`config.mk`:
```
export PLATFORM = sky130hd
export DESIGN_NAME = instr_fetch_unit
export DESIGN_NICKNAME = d
export VERILOG_FILES = /design/src/rtl/instr_fetch_unit.sv
export SDC_FILE = /design/constraint.sdc
export NUM_CORES = 1
export LEC_CHECK = 0
export BUFFER_PORTS_ARGS = -buffer_cell sky130_fd_sc_hd__buf_4
export CELL_PAD_IN_SITES_DETAIL_PLACEMENT = 0
export CELL_PAD_IN_SITES_GLOBAL_PLACEMENT = 2
export CORE_MARGIN = 3
export CORE_UTILIZATION = 33
export CTS_CLUSTER_DIAMETER = 40
export DETAILED_ROUTE_END_ITERATION = 6
export PLACE_DENSITY_LB_ADDON = 0.12
export SLEW_MARGIN = 10
export SYNTH_ARGS = -nofsm -noshare
export SYNTH_HDL_FRONTEND = slang
export SYNTH_SLANG_ARGS = --single-unit
```
`constraint.sdc`:
```
create_clock -name clk -period 6.03 [get_ports clk]
set_clock_uncertainty 0.1 [all_clocks]
set_input_delay 1.206 -clock clk [delete_from_list [all_inputs] [get_ports clk]]
set_output_delay 1.206 -clock clk [all_outputs]
set_load 0.01 [all_outputs]
```
`src/rtl/instr_fetch_unit.sv`:
```
//-----------------------------------------------------------------------------
// instr_fetch_unit
//
// Instruction fetch and PC sequencing stage for the non-pipelined MIPS core.
// One 32-bit word is fetched from instruction memory over a ready handshake
// and held in the instruction register while the downstream decoder and
// datapath execute it combinationally. When execution completes, the
// decoder's jump/branch result and the ALU zero flag select the next PC.
//
// Sequence per instruction: FETCH (one cycle plus memory wait cycles), then
// EXEC (one cycle plus stall cycles). After reset one IDLE cycle is spent
// before the first fetch so that no request appears right after release.
//
// Parameters
//   RESET_PC     PC loaded on reset (word-aligned)
//
// Ports
//   clk          system clock, rising-edge active
//   rst_n        asynchronous active-low reset
//   imem_req     fetch request to instruction memory (FETCH only)
//   imem_addr    fetch address, always equal to pc
//   imem_ready   memory presents valid imem_rdata this cycle
//   imem_rdata   instruction word from memory
//   jump         decoder: take jump
//   branch       decoder: instruction is beq
//   zero         ALU zero flag
//   stall        hold the current instruction in execute
//   pc           address of the current instruction
//   pc_plus4     pc + 4 (combinational)
//   instr        instruction register
//   opcode       instr[31:26], to the decoder
//   instr_valid  instr is live and being executed (EXEC only)
//   retired      count of completed instructions, wraps at 2^32
//-----------------------------------------------------------------------------
module instr_fetch_unit #(
  parameter logic [31:0] RESET_PC = 32'h0000_0000
) (
  input  logic        clk,
  input  logic        rst_n,
  output logic        imem_req,
  output logic [31:0] imem_addr,
  input  logic        imem_ready,
  input  logic [31:0] imem_rdata,
  input  logic        jump,
  input  logic        branch,
  input  logic        zero,
  input  logic        stall,
  output logic [31:0] pc,
  output logic [31:0] pc_plus4,
  output logic [31:0] instr,
  output logic [5:0]  opcode,
  output logic        instr_valid,
  output logic [31:0] retired
);

  typedef enum logic [1:0] {
    IDLE  = 2'd0,
    FETCH = 2'd1,
    EXEC  = 2'd2
  } state_t;

  state_t      state_q;
  state_t      state_d;

  logic [31:0] jump_target;
  logic [31:0] branch_offset;
  logic [31:0] branch_target;
  logic [31:0] next_pc;
  logic        fetch_done;
  logic        exec_done;

  //---------------------------------------------------------------------------
  // State register
  //---------------------------------------------------------------------------
  // NOTE: clocked state is written with non-blocking assignments so every
  // register samples pre-edge values, independent of process ordering.
  always_ff @(posedge clk or negedge rst_n) begin
    if (!rst_n) begin
      state_q <= IDLE;
    end else begin
      state_q <= state_d;
    end
  end

  //---------------------------------------------------------------------------
  // Next-state logic
  //---------------------------------------------------------------------------
  // NOTE: every signal driven here gets a default first, so no path through
  // the case statement leaves it unassigned and no latch is inferred.
  always_comb begin
    state_d = state_q;
    unique case (state_q)
      IDLE:    state_d = FETCH;
      FETCH:   if (imem_ready) state_d = EXEC;
      EXEC:    if (!stall)     state_d = FETCH;
      default: state_d = IDLE;
    endcase
  end

  // Handshake completion strobes; imem_ready and stall only matter in their
  // own state, everywhere else they are ignored.
  assign fetch_done = (state_q == FETCH) && imem_ready;
  assign exec_done  = (state_q == EXEC)  && !stall;

  //---------------------------------------------------------------------------
  // Outputs decoded purely from registered state and pc, so they cannot
  // glitch on input changes.
  //---------------------------------------------------------------------------
  assign imem_req    = (state_q == FETCH);
  assign instr_valid = (state_q == EXEC);
  assign imem_addr   = pc;
  assign pc_plus4    = pc + 32'd4;
  assign opcode      = instr[31:26];

  //---------------------------------------------------------------------------
  // Next-PC selection. Jump keeps the 256 MB region of pc+4; branch adds the
  // sign-extended word offset. All sums wrap modulo 2^32, and both targets
  // keep bits [1:0] at zero.
  //---------------------------------------------------------------------------
  assign jump_target   = {pc_plus4[31:28], instr[25:0], 2'b00};
  assign branch_offset = {{14{instr[15]}}, instr[15:0], 2'b00};
  assign branch_target = pc_plus4 + branch_offset;

  always_comb begin
    next_pc = pc_plus4;
    if (jump) begin
      next_pc = jump_target;
    end else if (branch && zero) begin
      next_pc = branch_target;
    end
  end

  //---------------------------------------------------------------------------
  // Datapath registers
  //---------------------------------------------------------------------------
  always_ff @(posedge clk or negedge rst_n) begin
    if (!rst_n) begin
      pc      <= RESET_PC;
      instr   <= 32'h0000_0000;
      retired <= 32'h0000_0000;
    end else begin
      if (fetch_done) begin
        instr <= imem_rdata;
      end
      if (exec_done) begin
        pc      <= next_pc;
        retired <= retired + 32'd1;
      end
    end
  end

endmodule

```
# Word-level counts from Yosys, hierarchy flattened
# Index checks and enable logic that the tools add are counted.
# totals
wordCells	22
input_bits	39
reg_bits	98
output_inout_bits	168
# classes
n_addsub	3
eq_ne	4
n_reduce_logical	6
muxes	5
# ops
operator	count
$mux 32	2
$add 32x1->32 const B	1
$add 32x3->32 const B	1
$add 32x32->32	1
$pmux 2 s3	1
$mux 2	2
$logic_and 1x1->1	3
$eq 2x1->1 const B	1
$eq 2x2->1 const B	1
$logic_not 2->1	1
$ne 2x1->1 const B	1
$ne 2x2->1 const B	1
$reduce_and 2->1	1
$logic_not 1->1	1

# Depth between registers and ports, before layout
# logic_depth
word_depth	4
depth_mapped	17
depth_no_buf	17

# Least setup slack after synthesis
# Ideal clock, no wire load.
# synth_timing
kind	reg-to-reg
start	register pc[2] (netlist: imem_addr[2])
end	register pc[31] (netlist: imem_addr[31])
arrival_time_ns	4.008
path_buffers	0
stages_incl_launch_ff	17
setup_ns	0.092
path_slack_ns	1.830
path_cell_list	dfrtp_1 > ha_1 > and4_1 > nand4_1 > or2_2 > inv_1 > nand2_1 > xnor2_1 > ha_1 > and4_1 > a221oi_2 > o41ai_2 > a2111oi_2 > o41ai_2 > xor2_1 > and3_1 > o31ai_2
# synth_via
elab_chain_len	4
# synth_rtl
element	line	rtl
start, declared	48	output logic [31:0] pc,
start signal, assigned	146	pc <= next_pc;
$add 32x3->32	112	assign pc_plus4 = pc + 32'd4;
named net pc_plus4[20]	49	output logic [31:0] pc_plus4,
$add 32x32->32	122	assign branch_target = pc_plus4 + branch_offset;
$mux 32	128	end else if (branch && zero) begin
$mux 32	126	if (jump) begin
# The timed path passes the listed nets, and every way through them passes these cells.
# A chain may end at the register's enable or synchronous reset.

# Worst setup path after layout
# layout_timing
start	register pc[2] (netlist: imem_addr[2])
end	register pc[31] (netlist: imem_addr[31])
# layout_via
elab_chain_len	4
# layout_rtl
element	line
$add 32x3->32 (*)	112
$add 32x32->32	122
$mux 32	128
$mux 32 (*)	126
# Mark *: on every way between the ends. The rest lies on a longest branch, timed or not.

==> summary.md <==
| Metric | Value |
|---|---|
| Status | `complete, no violations` |
| Cell Int Power | `2.67 mW` |
| RSZ-0062 raised after global routing | `false` |
| FILL cells | `1961` |
| Die Span Y | `149 µm` |
| GRT Overall Usage | `0.186` |
| Initial antenna violation count | `0` |
| R2r endpoint | `imem_addr[31]` |
| Post-route ant nets | `0` |
| Worst slew margin | `0.306` |
| Setup slack, reg-to-reg | `1180 ps` |
| Clock root cell | `clkbuf_16` |
| Final HPWL DP | `15700 µm` |
| Core area | `19700 µm²` |
| Clock sinks | `96` |
| Worst Path Max Fanout | `7` |
| Number of synthesized flops with an enable pin | `0` |
| Drt drc | `0` |
| Initial DRC count | `353` |
| Avg Cell Area, Syn | `9.05 µm²` |
| Starting Density | `0.341` |
| Cts repair resizes | `0` |
| Min Tclk post-route | `4850 ps` |
| Mapped Cells | `743` |
| Switch share | `0.474` |
| Max rail drop VDD | `0.256 mV` |
| P_sw | `2.41 mW` |
| Max Fclk | `206 MHz` |
| Placed cell areas | `8140 µm²` |
| Vias | `5875` |
| Min-Delay Path Class | `flop to flop` |
| Setup TNS | `0 ps` |
| Static Leak | `3.96 nW` |
| Share of the yosys chip area belonging to registers | `0.357` |
| Mapped Area | `6720 µm²` |
| IO Port Bufs | `200` |
| Top post-synthesis cells by area | `dfrtp_1, ha_1, xnor2_1, mux2_2, buf_4` |
| Count of cell types in the netlist | `54` |
| Final Non-Filler Cells | `1163` |
| CTS buffer count | `9` |
| Die area | `22100 µm²` |
| Logic pwr share | `0.641` |
| YS warnings | `0` |
| Total Wirelength | `20600 µm` |
| Synth top area share | `0.357` |
| Vias in the first global route | `5831` |
| Clock Path Buffers | `2` |
| Ant diodes | `0` |
| Max cap viols | `0` |
| Register share of total power | `0.241` |
| Placed Cells | `1147` |
| # rows | `51` |
| Pins Over Slew Limit | `0` |
| Post-Layout Inst Area | `8430 µm²` |
| Clock slew at reported path FFs | `80 ps` |
| Setup CP Type | `flop to flop` |
| Dominant synthesized flop cell | `dfrtp_1` |
| Post-CTS Repair Setup Buffers | `0` |
| First-pass GRT wire length | `32600 µm` |
| Worst Setup SP | `imem_addr[2]` |
| IO Pins | `207` |
| Area leader, netlist | `dfrtp_1` |
| Final setup violation count | `0` |
| Synthesized flop and latch total | `96` |
| Final worst slack | `1180 ps` |
| Tcrit/Tclk final | `0.805` |
| R2R Path Start | `imem_addr[2]` |
| Dpl ws | `1230 ps` |
| CTS Hold Bufs | `0` |
| Hold slack | `385 ps` |
| H-tree lvl count | `3` |
| Worst slew pin tran | `1040 ps` |
| WHS Endpoint | `retired[31]` |
| Final hold violations | `0` |
| Gr ovfl total | `0` |
| Startpoint Class | `flop` |
| CP Capture Type | `flop` |
| Drt wl/cell | `17.7 µm` |
| Placer Congestion | `0.885` |
| Worst-Skew Late Latency | `360 ps` |
| Syn-to-layout area delta | `25.5%` |
| Pwr dens | `601 nW/µm²` |
| Worst hold start | `retired[31]` |
| Via density | `5.05` |
| Worst Path Required | `6200 ps` |
| Crit path DAT | `5020 ps` |
| Die X | `149 µm` |
| Fraction of layout cells with a size suffix above 1 | `0.300` |
| Total iterations of the first detailed-routing run | `5` |
| WHS Path Cells | `1` |
| Largest net degree at the start of global routing | `50` |
| Final net count | `970` |
| FFs w/ async S/R, synth | `1.00` |
| Worst reg2reg path depth | `16` |
| Most frequent cells in the layout | `buf_4, dfrtp_1, nand2_1, xnor2_1, a21oi_1` |
| Clk pwr share | `0.118` |
| CTS tree | `built` |
| Commonest non-fill, non-tap cell in the layout | `buf_4` |
==> logic make-up after synthesis <==
group | after synthesis | synth area share
and+or+nand+nor | 235 | 0.165
AOI/OAI and AO/OA | 170 | 0.158
DFF | 96 | 0.357
xor gates and xnor gates | 85 | 0.111
buffers and inverters | 83 | 0.0778
adders and majority gates | 38 | 0.0719
muxes | 35 | 0.0581
other | 1 | 0.000558
==> worst max path at each step <==
stage	end	slack, ps	cells past startpoint
after floorplan	imem_addr[31]	1830	16
after global placement	imem_addr[31]	1410	16
after detailed placement	imem_addr[31]	1230	16
after CTS	imem_addr[31]	1190	16
after global routing	imem_addr[31]	860	16
final	imem_addr[31]	1180	16
==> power groups by stage <==
stage	registers, mW	clock network [mW]	logic [mW]
after floorplan	1.22	0	2.18
after CTS	1.23	0.619	3.27
after global routing	1.27	0.641	3.60
after detailed placement	1.24	0	3.25
after global placement	1.22	0	3.26
final	1.22	0.598	3.25
==> stage by stage <==
| stage | total power, mW | utilization |
|---|---|---|
| finish | 5.07 | 0.428 |
| global route | 5.52 | 0.428 |
| CTS | 5.12 | 0.428 |
| detailed placement | 4.49 | 0.413 |
| global placement | 4.48 | 0.413 |
| floorplan | 3.40 | - |
==> cells in the mapped netlist (all sizes together), types with 13 or more instances <==
| cell type | instances |
|---|---|
| buf | 53 |
| a21oi | 51 |
| ha | 37 |
| a211oi | 14 |
| xnor2 | 50 |
| xor2 | 35 |
| nor2 | 49 |
| clkbuf | 18 |
| mux2 | 32 |
| a21o | 13 |
| nand2 | 83 |
| nand3 | 33 |
| nor3 | 18 |
| dfrtp | 96 |
| nand4 | 14 |
| o21ai | 46 |
==> cell type report <==
class	count	area [µm²]	area share
inverters	12	45.0	0.00534
clock buffers	10	239	0.0283
flip-flops and latches	96	2400	0.285
repair buffers	205	1540	0.182
well taps	265	332	0.0393
multi-input cells	569	3820	0.453
clock inverters	6	57.6	0.00682
==> metal layers <==
metal / vias to the layer above / part of all wire / GRT usage
met1: 2782 / 0.46 / 0.262
li1: 2881 / - / -
met5: - / 0 / 0
met3: 22 / 0.063 / 0.0320
met4: 0 / 0.019 / 0.0614
met2: 190 / 0.45 / 0.292
==> critical path, stage by stage (launching register included) <==
cell	delay (ps)
dfrtp_1	480
ha_1	250
and4_1	310
nand4_1	290
or2_2	420
inv_1	60
nand2_1	60
xnor2_1	180
ha_1	430
and4_1	280
nand3_1	150
o41ai_2	630
a2111oi_2	200
o41ai_2	390
xor2_1	120
and3_1	230
o31ai_2	200
==> sequential cells by signal, indices dropped and copies added (netlist names) <==
name / cells
instr: 32
retired: 32
state_q: 2
imem_addr: 30
(Power assumes the default switching activity.)
